===== src/rtl/sumador_arbitro_pkg.sv =====
// Shared definitions for the two-client adder arbiter: FSM encoding and client IDs.
// No logic here; imported by every file in this block.
package sumador_arbitro_pkg;

  localparam logic [1:0] IDLE = 2'd0;
  localparam logic [1:0] CALC = 2'd1;
  localparam logic [1:0] HOLD = 2'd2;

  localparam logic CLIENT0 = 1'b0;
  localparam logic CLIENT1 = 1'b1;

  typedef enum logic [1:0] {
    S_IDLE = IDLE,
    S_CALC = CALC,
    S_HOLD = HOLD
  } state_e;

endpackage


===== src/rtl/sumador_arbitro_rca.sv =====
// Parameterized N-bit ripple-carry adder, carry-in tied to 0, N+1-bit result.
// Purely combinational, zero latency; no flow control.
module sumador_arbitro_rca #(
  parameter int N = 5
) (
  input  logic [N-1:0] a_i,
  input  logic [N-1:0] b_i,
  output logic [N:0]   sum_o
);

  logic [N:0] carry;

  assign carry[0] = 1'b0;

  for (genvar i = 0; i < N; i++) begin : g_bit
    assign sum_o[i]    = a_i[i] ^ b_i[i] ^ carry[i];
    assign carry[i+1]  = (a_i[i] & b_i[i]) | (carry[i] & (a_i[i] ^ b_i[i]));
  end

  assign sum_o[N] = carry[N];

endmodule


===== src/rtl/sumador_arbitro_rr_arbiter2.sv =====
// Two-way round-robin arbiter: one-hot grant, ties go to the client that was not granted last.
// Purely combinational, zero latency; a grant is only ever issued to a requesting client.
module rr_arbiter2
  import sumador_arbitro_pkg::*;
(
  input  logic [1:0] req_i,
  input  logic       last_grant_i,
  output logic [1:0] gnt_o
);

  always_comb begin
    gnt_o    = 2'b00;
    gnt_o[0] = req_i[0] & (~req_i[1] | (last_grant_i == CLIENT1));
    gnt_o[1] = req_i[1] & (~req_i[0] | (last_grant_i == CLIENT0));
  end

endmodule


===== src/rtl/sumador_arbitro.sv =====
// Arbitrates two clients onto one shared adder; result valid one edge after the CALC cycle.
// Requests accepted only in IDLE; HOLD stalls with stable outputs until res_ready.
module sumador_arbitro
  import sumador_arbitro_pkg::*;
#(
  parameter int N = 5
) (
  input  logic         clk,
  input  logic         rst_n,
  input  logic         req0_valid,
  input  logic [N-1:0] req0_a,
  input  logic [N-1:0] req0_b,
  output logic         req0_ready,
  input  logic         req1_valid,
  input  logic [N-1:0] req1_a,
  input  logic [N-1:0] req1_b,
  output logic         req1_ready,
  output logic         res_valid,
  input  logic         res_ready,
  output logic [N:0]   res_sum,
  output logic         res_id,
  output logic         busy
);

  state_e       state_q, state_d;
  logic [N-1:0] a_q, a_d, b_q, b_d;
  logic         id_q, id_d;
  logic         last_grant_q, last_grant_d;
  logic         res_valid_q, res_valid_d;
  logic [N:0]   res_sum_q, res_sum_d;
  logic         res_id_q, res_id_d;

  logic [1:0]   gnt;
  logic [N:0]   adder_sum;
  logic         req_hs;

  rr_arbiter2 u_arb (
    .req_i        ({req1_valid, req0_valid}),
    .last_grant_i (last_grant_q),
    .gnt_o        (gnt)
  );

  sumador_arbitro_rca #(.N(N)) u_rca (
    .a_i   (a_q),
    .b_i   (b_q),
    .sum_o (adder_sum)
  );

  assign req0_ready = (state_q == S_IDLE) && gnt[0];
  assign req1_ready = (state_q == S_IDLE) && gnt[1];
  assign req_hs     = req0_ready | req1_ready;

  always_comb begin
    state_d      = state_q;
    a_d          = a_q;
    b_d          = b_q;
    id_d         = id_q;
    last_grant_d = last_grant_q;
    res_valid_d  = res_valid_q;
    res_sum_d    = res_sum_q;
    res_id_d     = res_id_q;
    case (state_q)
      S_IDLE: begin
        if (req_hs) begin
          state_d      = S_CALC;
          a_d          = gnt[1] ? req1_a : req0_a;
          b_d          = gnt[1] ? req1_b : req0_b;
          id_d         = gnt[1] ? CLIENT1 : CLIENT0;
          last_grant_d = gnt[1] ? CLIENT1 : CLIENT0;
        end
      end
      S_CALC: begin
        state_d     = S_HOLD;
        res_sum_d   = adder_sum;
        res_id_d    = id_q;
        res_valid_d = 1'b1;
      end
      S_HOLD: begin
        // res_sum/res_id deliberately keep their value after the result handshake.
        if (res_ready) begin
          state_d     = S_IDLE;
          res_valid_d = 1'b0;
        end
      end
      default: state_d = S_IDLE;
    endcase
  end

  always_ff @(posedge clk or negedge rst_n) begin
    if (!rst_n) begin
      state_q      <= S_IDLE;
      a_q          <= '0;
      b_q          <= '0;
      id_q         <= CLIENT0;
      last_grant_q <= CLIENT1;
      res_valid_q  <= 1'b0;
      res_sum_q    <= '0;
      res_id_q     <= CLIENT0;
    end else begin
      state_q      <= state_d;
      a_q          <= a_d;
      b_q          <= b_d;
      id_q         <= id_d;
      last_grant_q <= last_grant_d;
      res_valid_q  <= res_valid_d;
      res_sum_q    <= res_sum_d;
      res_id_q     <= res_id_d;
    end
  end

  assign res_valid = res_valid_q;
  assign res_sum   = res_sum_q;
  assign res_id    = res_id_q;
  assign busy      = (state_q != S_IDLE);

endmodule


===== config.mk =====
export PLATFORM = sky130hd
export DESIGN_NAME = sumador_arbitro
export DESIGN_NICKNAME = d
export VERILOG_FILES = /design/src/rtl/sumador_arbitro_pkg.sv /design/src/rtl/sumador_arbitro_rca.sv /design/src/rtl/sumador_arbitro_rr_arbiter2.sv /design/src/rtl/sumador_arbitro.sv
export SDC_FILE = /design/constraint.sdc
export NUM_CORES = 1
export LEC_CHECK = 0
export ABC_AREA = 1
export BUFFER_PORTS_ARGS = -buffer_cell sky130_fd_sc_hd__buf_2
export CAP_MARGIN = 20
export CORE_ASPECT_RATIO = 0.5
export CORE_UTILIZATION = 33
export DETAILED_ROUTE_END_ITERATION = 10
export SYNTH_ARGS = -nofsm -noshare
export SYNTH_HDL_FRONTEND = slang
export SYNTH_SLANG_ARGS = --single-unit

===== constraint.sdc =====
create_clock -name clk -period 4.35 [get_ports clk]
set_input_delay 0.6525 -clock clk [delete_from_list [all_inputs] [get_ports clk]]
set_output_delay 0.6525 -clock clk [all_outputs]
set_load 0.005 [all_outputs]

# Word level (Yosys, flattened, before mapping)
# Index checks and enable logic that the tools add are counted.
# op_classes
add_sub_neg	0
multipliers	0
n_div	0
magnitude_cmp	0
n_eq_ne	4
n_shift	0
n_mux	8
bitwise	30
n_reduce_logical	8
# op_table
op	count
$and A1 B1 Y1	11
$mux W5	2
$xor A1 B1 Y1	9
$or A1 B1 Y1	7
$pmux W2 S3	1
$reduce_and A2 Y1	3
$mux W2	2
$ne A2 B2 Y1 const B	2
$reduce_bool A2 Y1	2
$not A1 Y1	3
$eq A2 B1 Y1 const B	1
$eq A2 B2 Y1 const B	1
$logic_and A1 B1 Y1	2
$logic_not A2 Y1	1
$mux W1	2
$pmux W1 S2	1
# word_totals
regBits	22
latchBits	0
ramBits	0
rom_bits	0
in_bits	25
n_memories	0

# Depth between registers and ports, before layout
# Gate-level depths: netlist of the first run.
# logic_depth
depth_word	9
mapped_depth	9
ltp_nobuf	9

# Hierarchy
# From an unflattened synthesis of the first run, not the netlist that was laid out.
# hier_totals
hier_cells	144
hier_area_um2	1211.2
# modules_own_cells
module	n_inst	cells_each	area_each_um2	seq_area_each_um2
sumador_arbitro	1	125	1053.5	551.8
sumador_arbitro_rca	1	15	130.1	0.0
rr_arbiter2	1	4	27.5	0.0

# Worst setup path before layout of the first run
# No wires, ideal clock.
# synth_timing
kind	reg-to-reg
from	reg a_q[0]
to	reg res_sum_q[4], in the netlist res_sum[4]
setup_ns	0.074
arrival_time_ns	2.114
required_ns	4.276
setup_slack_ns	2.162
path_stages_with_launch	10
period_less_slack_ns	2.188
path_cell_list	dfrtp_1 -> ha_1 -> inv_1 -> fa_1 -> inv_1 -> fa_1 -> fa_1 -> inv_1 -> fa_1 -> o21ai_2
# synth_via
elab_chain_len	8
# synth_rtl
element	line	text
start: declaration	sumador_arbitro.sv:26	logic [N-1:0] a_q, a_d, b_q, b_d;
start signal: assignment	sumador_arbitro.sv:92	a_q <= '0;
start signal: assignment	sumador_arbitro.sv:101	a_q <= a_d;
$and A1 B1 Y1 (2 in series)	sumador_arbitro_rca.sv:17	assign carry[i+1] = (a_i[i] & b_i[i]) | (carry[i] & (a_i[i] ^ b_i[i]));
$or A1 B1 Y1	sumador_arbitro_rca.sv:17	
$and A1 B1 Y1	sumador_arbitro_rca.sv:17	
$or A1 B1 Y1	sumador_arbitro_rca.sv:17	
$and A1 B1 Y1	sumador_arbitro_rca.sv:17	
$or A1 B1 Y1	sumador_arbitro_rca.sv:17	
$xor A1 B1 Y1	sumador_arbitro_rca.sv:16	assign sum_o[i] = a_i[i] ^ b_i[i] ^ carry[i];
end signal: assignment	sumador_arbitro.sv:106	res_sum_q <= res_sum_d;
end: declaration	sumador_arbitro.sv:30	logic [N:0] res_sum_q, res_sum_d;
# Every way passes these cells.
# A chain may end at the register's enable or synchronous reset.

# Worst setup path in the final report of the first run
# Same ends and word-level chain as after synthesis.

==> results.tsv, run 1 <==
stage	metric	value	unit
die	die_w	85.6	microns
global_routing	grt-ovfl-total	0	
routing	routedWlPerCell	10.2	microns
clock_tree	cts-root-buf	clkbuf_8	
global_routing	grt_busiest_layer	met1	
yosys	synth_fp_nets	170	
die	dieHeight	43.8	microns
routing	drt_wl_total	2.18	mm
yosys	synth_area_leaders	dfrtp_1, nand2_1, nand3_1, fa_1, inv_1	
setup_path	startpoint_type	register	
yosys	async_flop_share	100	%
routing	drc	0	
routing	drt_iter0_drc	15	
sta	final.min_clock_period	2.26	ns
clock_tree	cts_hold_buf	0	
sta	finalCritPeriodShare	52.0	%
setup_path	cp.arrival	2.45	ns
placed_design	hpwl	1.75	mm
final_layout	finish.utilization	44.1	%
final_layout	area_growth	20.6	%
global_routing	grt_util_met2	18.1	%
clock_tree	post_cts_buffers	0	
setup_path	crit_start	a_q[0]$_DFFE_PN0P_	
final_layout	insertedDiodeCount	0	
final_layout	multiInputGateArea	505	sq um
pwr	leakage	0.793	nW
routing	vias	945	
routing	ant_nets	0	
setup_path	crit_type	register to register	
sta	skew	0.00217	ns
sta	drv_slew	0	
die	io_pins	36	
clock_tree	cts_tree	yes	
yosys	syn_area	0.00115	sq mm
final_layout	nFillCells	352	
pwr	vdd_drop_max	181	uV
setup_path	ff2ff_setup_slack	2.09	ns
clock_tree	numCtsBuffers	3	
sta	max-slew-margin-rel	69.1	%
yosys	synth_top_area_cell	dfrtp_1	
routing	via_per_inst	4.44	
yosys	avgSynthCellArea	8.23	sq um
flow_run	cap_violations	0	
status	status	finished, final reports clean	
global_routing	grt_pass1_vias	812	
setup_path	ff2ff_path_depth	9	
global_routing	met3_usage	4.19	%
die	coreArea	0.00315	sq mm
sta	rsz0062_at_grt	false	
yosys	synth_cells	140	
global_routing	grt_pass1_wl	3.85	mm
placed_design	gp_congestion	0.742	
final_layout	finalNonFillerCells	213	
pwr	p_per_area	643	mW/mm^2
setup_path	end_kind	register	
global_routing	grt_max_degree	23	
sta	max_freq	442	MHz
yosys	synthDistinctLibCells	15	
final_layout	fin_nets	204	
yosys	yosys_warnings	0	
sta	setup_tns	0	ns
setup_path	crit_required	4.54	ns
yosys	synth_edf_count	0	
final_layout	regArea	552	sq um
yosys	synth_top_area_share	45.6	%
yosys	synth.yosys.seq_area_share	47.9	%
yosys	synth_ff_type	dfrtp_1	
die	dieArea	0.00375	sq mm
global_routing	antenna_found_initial	0	
clock_tree	clk_pin_slew_worst_paths	0.07	ns
clock_tree	max-clock-path-buffers	2	
yosys	ys_top_cells_by_count	nand2_1, nand3_1, dfrtp_1	
clock_tree	clk_latency	0.25	ns
global_routing	met1_usage	20.8	%
sta	setup_violations	0	
hold_path	min_path_type	input pin to asynchronous set/reset pin	
sta	worst_slew_pin_slew	0.463	ns
sta	finalHoldViolCount	0	
setup_path	r2r_start	a_q[0]$_DFFE_PN0P_	
die	rows	14	
yosys	ys_ff_latch	22	
placed_design	numPortBuffers	35	
final_layout	drive_above_1_share	28.3	%
clock_tree	ctsResizeCount	0	
clock_tree	cts_sinks	22	
setup_path	cp_max_fo	2	
global_routing	grtUsageTotal	13.4	%
routing	drtPass1Iterations	4	
setup_path	regToRegEndpoint	res_sum[4]$_DFFE_PN0P_	
yosys	synthMostInstantiatedCell	nand2_1	
placed_design	dp.cells	209	
clock_tree	h-tree-depth	1	
die	start_util	36.5	%
## registers in the layout (all words and copies together), names as in the netlist
register / cells
state_q: 2
res_sum: 6
id_q: 1
last_grant_q: 1
b_q: 5
res_id: 1
res_valid: 1
a_q: 5
## report_power, final
group	total, W	internal, W	switching [W]
Clock	0.000141	0.0000805	0.0000604
Sequential	0.000364	0.000306	0.0000584
Combinational	0.000389	0.000156	0.000232
## area by class of cell
type,count,area share [%]
clock buffer,4,3.96
inverter,14,3.78
multi-input combinational,98,36.4
sequential,22,39.7
tap,40,3.60
timing repair buffer,35,12.6
## worst max path at each step
stage	to	slack (ns)	depth (start not counted)
global placement	res_sum[4]$_DFFE_PN0P_	2.12	9
global route	res_sum[4]$_DFFE_PN0P_	2.00	9
detailed placement	res_sum[4]$_DFFE_PN0P_	2.09	9
floorplan	res_sum[4]$_DFFE_PN0P_	2.16	9
finish	res_sum[4]$_DFFE_PN0P_	2.09	9
CTS	res_sum[4]$_DFFE_PN0P_	2.07	9
## cells by family after synthesis
| logic type | Yosys count | synth area share [%] |
|---|---|---|
| AO/OA/AOI/OAI | 8 | 4.78 |
| adder cells (fa/ha/maj) | 5 | 8.03 |
| buffers and inverters | 20 | 8.25 |
| flip-flops | 22 | 47.9 |
| AND/OR/NAND/NOR | 85 | 31.1 |
## layer usage
metal  vias to the layer above  wire [microns]
met2                        28             820
met3                         2             145
li1                        506               -
met1                       409            1190
met5                         -               0
met4                         0              21
## worst max-delay path, cell delays in order, from the launching register on
cell     delay (ns)
dfrtp_1        0.39
ha_1           0.19
inv_1          0.06
fa_1           0.15
inv_1          0.05
fa_1           0.37
fa_1           0.37
inv_1          0.07
fa_1           0.42
o21ai_2        0.13
## metrics by stage
| step | hold slack (ns) | power (W) | setup WS [ns] | area, sq um |
|---|---|---|---|---|
| floorplan | 0.357 | 0.000666 | 2.16 | 1150 |
| global placement | 0.454 | 0.000758 | 2.12 | 1340 |
| detailed placement | 0.458 | 0.000766 | 2.09 | 1340 |
| CTS | 0.358 | 0.000911 | 2.07 | 1390 |
| global route | 0.368 | 0.000995 | 2.00 | 1390 |
| finish | 0.341 | 0.000894 | 2.09 | 1390 |
## placed cells by master, fill, tap and decap left out, drive strengths merged
master and instances:
nand2 59, buf 35, nand3 23, dfrtp 21, inv 14, o21ai 8
fa 4, clkbuf 4, nor2 3, ha 1, dfstp 1
Note: power is estimated with default switching activity, not from simulation.
==> run 2: changes to the inputs <==
Clock period 4.35 ns to 1.9 ns, I/O delays scaled along.
==> results.tsv, run 2 (same netlist as run 1, synthesis figures left out) <==
stage	metric	value	unit	change
final_layout	finalInstanceArea	0.00146	sq mm	+4.9%
setup_path	ff2ff_setup_slack	-0.26	ns	-2.35 ns
clock_tree	cts_sinks	22		unchanged
setup_path	ff2ff_path_depth	9		unchanged
die	dieArea	0.00375	sq mm	unchanged
global_routing	grtUsageTotal	14.5	%	+1.0 points
final_layout	fin_nets	211		+3.4%
placed_design	gp_congestion	0.746		+0.54%
clock_tree	cts-root-buf	clkbuf_8		
routing	routedWlPerCell	10.8	microns	+5.5%
clock_tree	clk_pin_slew_worst_paths	0.08	ns	about the same
setup_path	cp.arrival	2.36	ns	-0.09 ns
final_layout	layout_commonest_cell	nand2_1		
global_routing	antenna_found_initial	0		unchanged
clock_tree	h-tree-depth	1		unchanged
setup_path	end_kind	register		
routing	routed-wl-met2	898	microns	+9.5%
routing	via_per_inst	4.48		+1.0%
routing	ant_nets	0		unchanged
final_layout	insertedDiodeCount	0		unchanged
hold_path	min_path_type	input pin to register		
final_layout	finish.utilization	46.2	%	+2.1 points
routing	vias	986		+4.3%
final_layout	drive_above_1_share	35.0	%	+6.7 points
clock_tree	cts_tree	yes		
sta	max-slew-margin-rel	67.7	%	-1.4 points
final_layout	finalNonFillerCells	220		+3.3%
hold_path	min_path_cells	2		
placed_design	hpwl	1.86	mm	+6.4%
routing	drt_iter0_drc	23		+8
final_layout	area_growth	26.5	%	
global_routing	grt-ovfl-total	0		unchanged
sta	skew	0.00123	ns	-0.000940 ns
hold_path	worstHoldEndpoint	state_q[1]$_DFFE_PN0P_		
die	dieHeight	43.8	microns	unchanged
routing	drtPass1Iterations	4		unchanged
routing	drt_wl_total	2.38	mm	+9.0%
setup_path	startpoint_type	register		
clock_tree	max-clock-path-buffers	2		unchanged
sta	worst_slew_pin_slew	0.484	ns	+0.0204 ns
routing	wl_met1	1.27	mm	+6.6%
sta	setup_violations	2		+2
routing	drc	0		unchanged
setup_path	cp_max_fo	2		unchanged
routing	wl_met3	169	microns	+17%
global_routing	grt_pass1_vias	886		+9.1%
flow_run	cap_violations	0		unchanged
die	coreArea	0.00315	sq mm	unchanged
setup_path	r2r_start	a_q[0]$_DFFE_PN0P_		
die	rows	14		unchanged
placed_design	dp.cells	215		+2.9%
final_layout	largest_reg_flops	6		unchanged
routing	top_layer	met4		
sta	max_freq	463	MHz	+4.7%
setup_path	crit_type	register to register		
pwr	leakage	0.819	nW	+3.3%
die	die_w	85.6	microns	unchanged
setup_path	regToRegEndpoint	res_sum[4]$_DFFE_PN0P_		
setup_path	crit_required	2.09	ns	-2.45 ns
clock_tree	numCtsBuffers	3		unchanged
clock_tree	clk_latency	0.26	ns	about the same
pwr	vdd_drop_max	444	uV	+150%
hold_path	hold_start	res_ready		
placed_design	numPortBuffers	35		unchanged
sta	drv_slew	0		unchanged
status	violations	negative setup slack		
sta	timing.final.ws_setup	-0.262	ns	-2.35 ns
global_routing	grt_pass1_wl	4.08	mm	+5.9%
global_routing	grt_max_degree	23		unchanged
final_layout	mostFrequentLayoutCells	nand2_1, buf_2, nand3_1		
placed_design	pre_cts_ws	-0.269	ns	-2.36 ns
sta	holdWs	0.220	ns	-0.121 ns
sta	final.min_clock_period	2.16	ns	-0.101 ns
pwr	p_per_area	1490	mW/mm^2	+130%
status	status	complete, but fails checks		
die	start_util	36.5	%	unchanged
sta	finalCritPeriodShare	114	%	+62 points
sta	finalHoldViolCount	0		unchanged
sta	rsz0062_at_grt	true		
die	io_pins	36		unchanged
placed_design	place_area	0.00139	sq mm	+3.7%
[run 2: how the worst max path moves through the flow]
| stage | cells after the start | slack [ns] | start | endpoint |
|---|---|---|---|---|
| floorplan | 9 | -0.20 | a_q[0]$_DFFE_PN0P_ | res_sum[4]$_DFFE_PN0P_ |
| global placement | 9 | -0.24 | a_q[0]$_DFFE_PN0P_ | res_sum[4]$_DFFE_PN0P_ |
| detailed placement | 9 | -0.27 | a_q[0]$_DFFE_PN0P_ | res_sum[4]$_DFFE_PN0P_ |
| CTS | 9 | -0.26 | a_q[0]$_DFFE_PN0P_ | res_sum[4]$_DFFE_PN0P_ |
| global route | 9 | -0.33 | a_q[0]$_DFFE_PN0P_ | res_sum[4]$_DFFE_PN0P_ |
| finish | 9 | -0.26 | a_q[0]$_DFFE_PN0P_ | res_sum[4]$_DFFE_PN0P_ |
[run 2: power breakdown]
group          total [W]  switching, W  internal, W
clock network   0.000330      0.000145     0.000185
registers       0.000838      0.000139     0.000699
logic            0.00101      0.000566     0.000440
total            0.00217      0.000850      0.00132
[run 2: metrics by stage]
step | total power [W] | setup TNS, ns
finish | 0.00217 | -0.266
global route | 0.00240 | -0.421
CTS | 0.00220 | -0.256
detailed placement | 0.00185 | -0.346
global placement | 0.00182 | -0.288
floorplan | 0.00154 | -0.205
[run 2: layer usage]
layer  GRT usage, %  vias up
met1           20.6      428
met4           6.00        0
met5              0        -
li1               -      520
met2           20.5       34
met3           4.57        4
[run 2: cell type report]
type,count,area [sq um]
inverter,14,52.6
fill,355,1700
multi-input combinational,98,518
timing repair buffer,42,230
sequential,22,552
tap,40,50.0
clock buffer,4,55.1
[run 2: timing repair]
item	CTS	global route
endpoints found under the setup margin	2	3
pin swaps	2	1
cloned	0	0
hold buffers	1	0
gates resized for setup	2	3
hold endpoints to repair	21	0
buffers inserted	0	0
[run 2: worst max-delay path, stage by stage (launching register included)]
cell     delay, ns
dfrtp_1       0.39
ha_2          0.19
inv_2         0.05
fa_2          0.18
inv_2         0.04
fa_2          0.33
fa_2          0.34
inv_2         0.06
fa_2          0.43
o21ai_2       0.11
==> run 3: changes to the inputs <==
Settings changed: SYNTH_HIERARCHICAL set to 1.
==> results.tsv, run 3 <==
stage	metric	value	unit	change
clock_tree	clk_pin_slew_worst_paths	0.08	ns	about the same
yosys	synth_cells	144		+2.9%
placed_design	gp_congestion	0.728		-2.4%
status	violations	negative setup slack		
yosys	synth_fp_nets	174		+2.4%
sta	finalHoldViolCount	0		unchanged
yosys	synth_edf_count	0		unchanged
final_layout	fin_nets	217		+2.8%
clock_tree	max-clock-path-buffers	2		unchanged
sta	rsz0062_at_grt	true		
final_layout	insertedDiodeCount	0		unchanged
yosys	synth.yosys.seq_area_share	45.6	%	-2.3 points
hold_path	min_path_type	input pin to register		
setup_path	cp.arrival	2.40	ns	+0.04 ns
yosys	async_flop_share	100	%	unchanged
global_routing	grtUsageTotal	12.9	%	-1.6 points
routing	via_per_inst	4.06		-9.3%
global_routing	grt_pass1_wl	3.71	mm	-9.1%
die	start_util	34.9	%	-1.7 points
pwr	switching_power	0.000915	W	+7.7%
sta	setup_tns	-0.384	ns	-0.118 ns
final_layout	mostFrequentLayoutCells	nand2_1, buf_2, inv_1		
yosys	synth_ff_type	dfrtp_1		
pwr	p_seq_share	37.9	%	-0.6 points
routing	ant_nets	0		unchanged
pwr	leakage	0.862	nW	+5.3%
routing	drt_wl_total	2.19	mm	-7.7%
global_routing	grt_max_degree	23		unchanged
status	status	complete, but fails checks		
sta	worst_slew_pin_slew	0.489	ns	+0.00512 ns
sta	skew	0.00254	ns	+0.00131 ns
yosys	avgSynthCellArea	8.41	sq um	+2.2%
clock_tree	numCtsBuffers	3		unchanged
yosys	synthDistinctLibCells	18		+3
pwr	p_clk_share	14.5	%	-0.7 points
pwr	power	0.00227	W	+4.5%
global_routing	grt-ovfl-total	0		unchanged
setup_path	cp_max_fo	2		unchanged
pwr	p_per_area	1480	mW/mm^2	-0.59%
global_routing	grt_pass1_vias	831		-6.2%
sta	finalCritPeriodShare	116	%	+2.1 points
clock_tree	h-tree-depth	1		unchanged
placed_design	hpwl	1.76	mm	-5.4%
die	io_pins	36		unchanged
final_layout	nFillCells	357		+0.56%
setup_path	path_cells	ha_2, inv_2, fa_2, inv_2, fa_2, fa_2, inv_2, fa_1, inv_1, nand2_1, nand2_1		
yosys	syn_area	0.00121	sq mm	+5.1%
sta	max_freq	454	MHz	-1.8%
sta	drv_slew	0		unchanged
clock_tree	post_cts_buffers	0		unchanged
routing	drtPass1Iterations	4		unchanged
clock_tree	cts_sinks	22		unchanged
setup_path	cp_slowest_cell	dfrtp_1		
final_layout	finalInstanceArea	0.00153	sq mm	+5.2%
final_layout	drive_above_1_share	43.0	%	+8.0 points
yosys	synth_top_area_cell	dfrtp_1		
placed_design	pre_cts_ws	-0.286	ns	-0.0173 ns
yosys	synthMostInstantiatedCell	nand2_1		
sta	final.min_clock_period	2.20	ns	+0.0406 ns
yosys	yosys_warnings	6		+6
setup_path	startpoint_type	register		
clock_tree	cts_tree	yes		
die	rows	15		+1
clock_tree	cts-root-buf	clkbuf_8		
die	coreArea	0.00347	sq mm	+10%
clock_tree	clk_latency	0.26	ns	about the same
routing	drt_iter0_drc	46		+100%
pwr	vdd_drop_max	411	uV	-7.5%
yosys	ys_top_cells_by_count	nand2_1, inv_1, dfrtp_1		
routing	drc	0		unchanged
global_routing	antenna_found_initial	0		unchanged
pwr	power.share.switching	40.3	%	+1.2 points
yosys	ys_ff_latch	22		unchanged
routing	vias	963		-2.3%
flow_run	cap_violations	0		unchanged
die	dieArea	0.00393	sq mm	+4.9%
setup_path	end_kind	register		
final_layout	largest_reg_flops	6		unchanged
placed_design	numPortBuffers	35		unchanged
setup_path	crit_required	2.10	ns	about the same
final_layout	layout_commonest_cell	nand2_1		
yosys	synth_area_leaders	dfrtp_1, nand2_1, nand2_2, inv_1, fa_1		
final_layout	area_growth	26.5	%	about the same
setup_path	crit_type	register to register		
die	dieHeight	44.8	microns	+2.4%
placed_design	place_area	0.00146	sq mm	+5.6%
pwr	comb_power_share	47.6	%	+1.3 points
pwr	p_int	0.00136	W	+2.5%
yosys	synth_top_area_share	43.4	%	-2.2 points
routing	routedWlPerCell	9.25	microns	-14%
die	die_w	87.7	microns	+2.5%
sta	setup_violations	2		unchanged
setup_path	cpPeakStageDelay	0.40	ns	-0.03 ns
sta	max-slew-margin-rel	67.4	%	-0.34 points
sta	timing.final.ws_setup	-0.303	ns	-0.0406 ns
-- run 3: layer usage --
layer,global-route usage [%],wire [microns],part of all wire [%],vias to the layer above
met5,0,0,0,-
met4,4.92,23,1.0,0
met3,3.84,84,3.8,2
met2,18.8,905,41,22
met1,18.2,1180,54,431
li1,-,-,-,508
-- run 3: kinds of logic (layout without fill, tap and decap cells) --
kind of cell             after synthesis  count (layout)  synth area share, %
AND/OR/NAND/NOR                       68              68                 27.2
flip-flops                            22              22                 45.6
AO/OA/AOI/OAI                         17              17                 8.16
buffers and inverters                 32              74                 11.5
adder cells (fa/ha/maj)                5               5                 7.64
-- run 3: cell type report --
class                   count  area, sq um  share of cell area, %
well taps                  51         63.8                   4.16
flip-flops and latches     22          552                   36.0
inverters                  29          109                   7.10
clock buffers               4         55.1                   3.59
multi-input cells          90          531                   34.6
repair buffers             41          223                   14.5
-- run 3: what timing repair did --
item | 4_1_cts | 5_1_grt
hold buffers | 1 | 0
gates resized for setup | 0 | 4
endpoints found under the setup margin | 2 | 3
hold endpoints to repair | 21 | 0
-- run 3: worst paths after layout --
| path | cells past startpoint | from | slack, ns | end |
|---|---|---|---|---|
| max | 11 | a_q[0]$_DFFE_PN0P_ | -0.30 | res_sum[4]$_DFFE_PN0P_ |
| min | 2 | res_ready | 0.22 | state_q[1]$_DFFE_PN0P_ |
| max reg2reg | 11 | a_q[0]$_DFFE_PN0P_ | -0.30 | res_sum[4]$_DFFE_PN0P_ |
| min reg2reg | 2 | res_sum[5]$_DFFE_PN0P_ | 0.47 | res_sum[5]$_DFFE_PN0P_ |
| max in group asynchronous | 2 | rst_n | 1.03 | last_grant_q$_DFFE_PN1P_ |
| min in group asynchronous | 2 | rst_n | 0.52 | b_q[4]$_DFFE_PN0P_ |
-- run 3: power groups by stage --
stage | sequential, W | combinational (W) | clock [W]
after floorplan | 0.000850 | 0.000788 | 0
after global placement | 0.000862 | 0.00107 | 0
after detailed placement | 0.000868 | 0.00109 | 0
after CTS | 0.000862 | 0.00110 | 0.000340
after global routing | 0.000894 | 0.00125 | 0.000371
final | 0.000860 | 0.00108 | 0.000330
-- run 3: stage by stage --
step	instances	util [%]	hold WS, ns
2_1_floorplan	144	-	-0.0106
3_3_place_gp	232	42.1	0.275
3_5_place_dp	232	42.1	0.277
4_1_cts	237	44.0	0.221
5_1_grt	237	44.1	0.206
6_report	237	44.1	0.224
-- run 3: critical path, delay by kind of cell (launching register included) --
kind,cells,cell delay [ns]
adders and majority gates,5,1.44
buffers and inverters,4,0.21
DFF,1,0.40
and+or+nand+nor,2,0.11
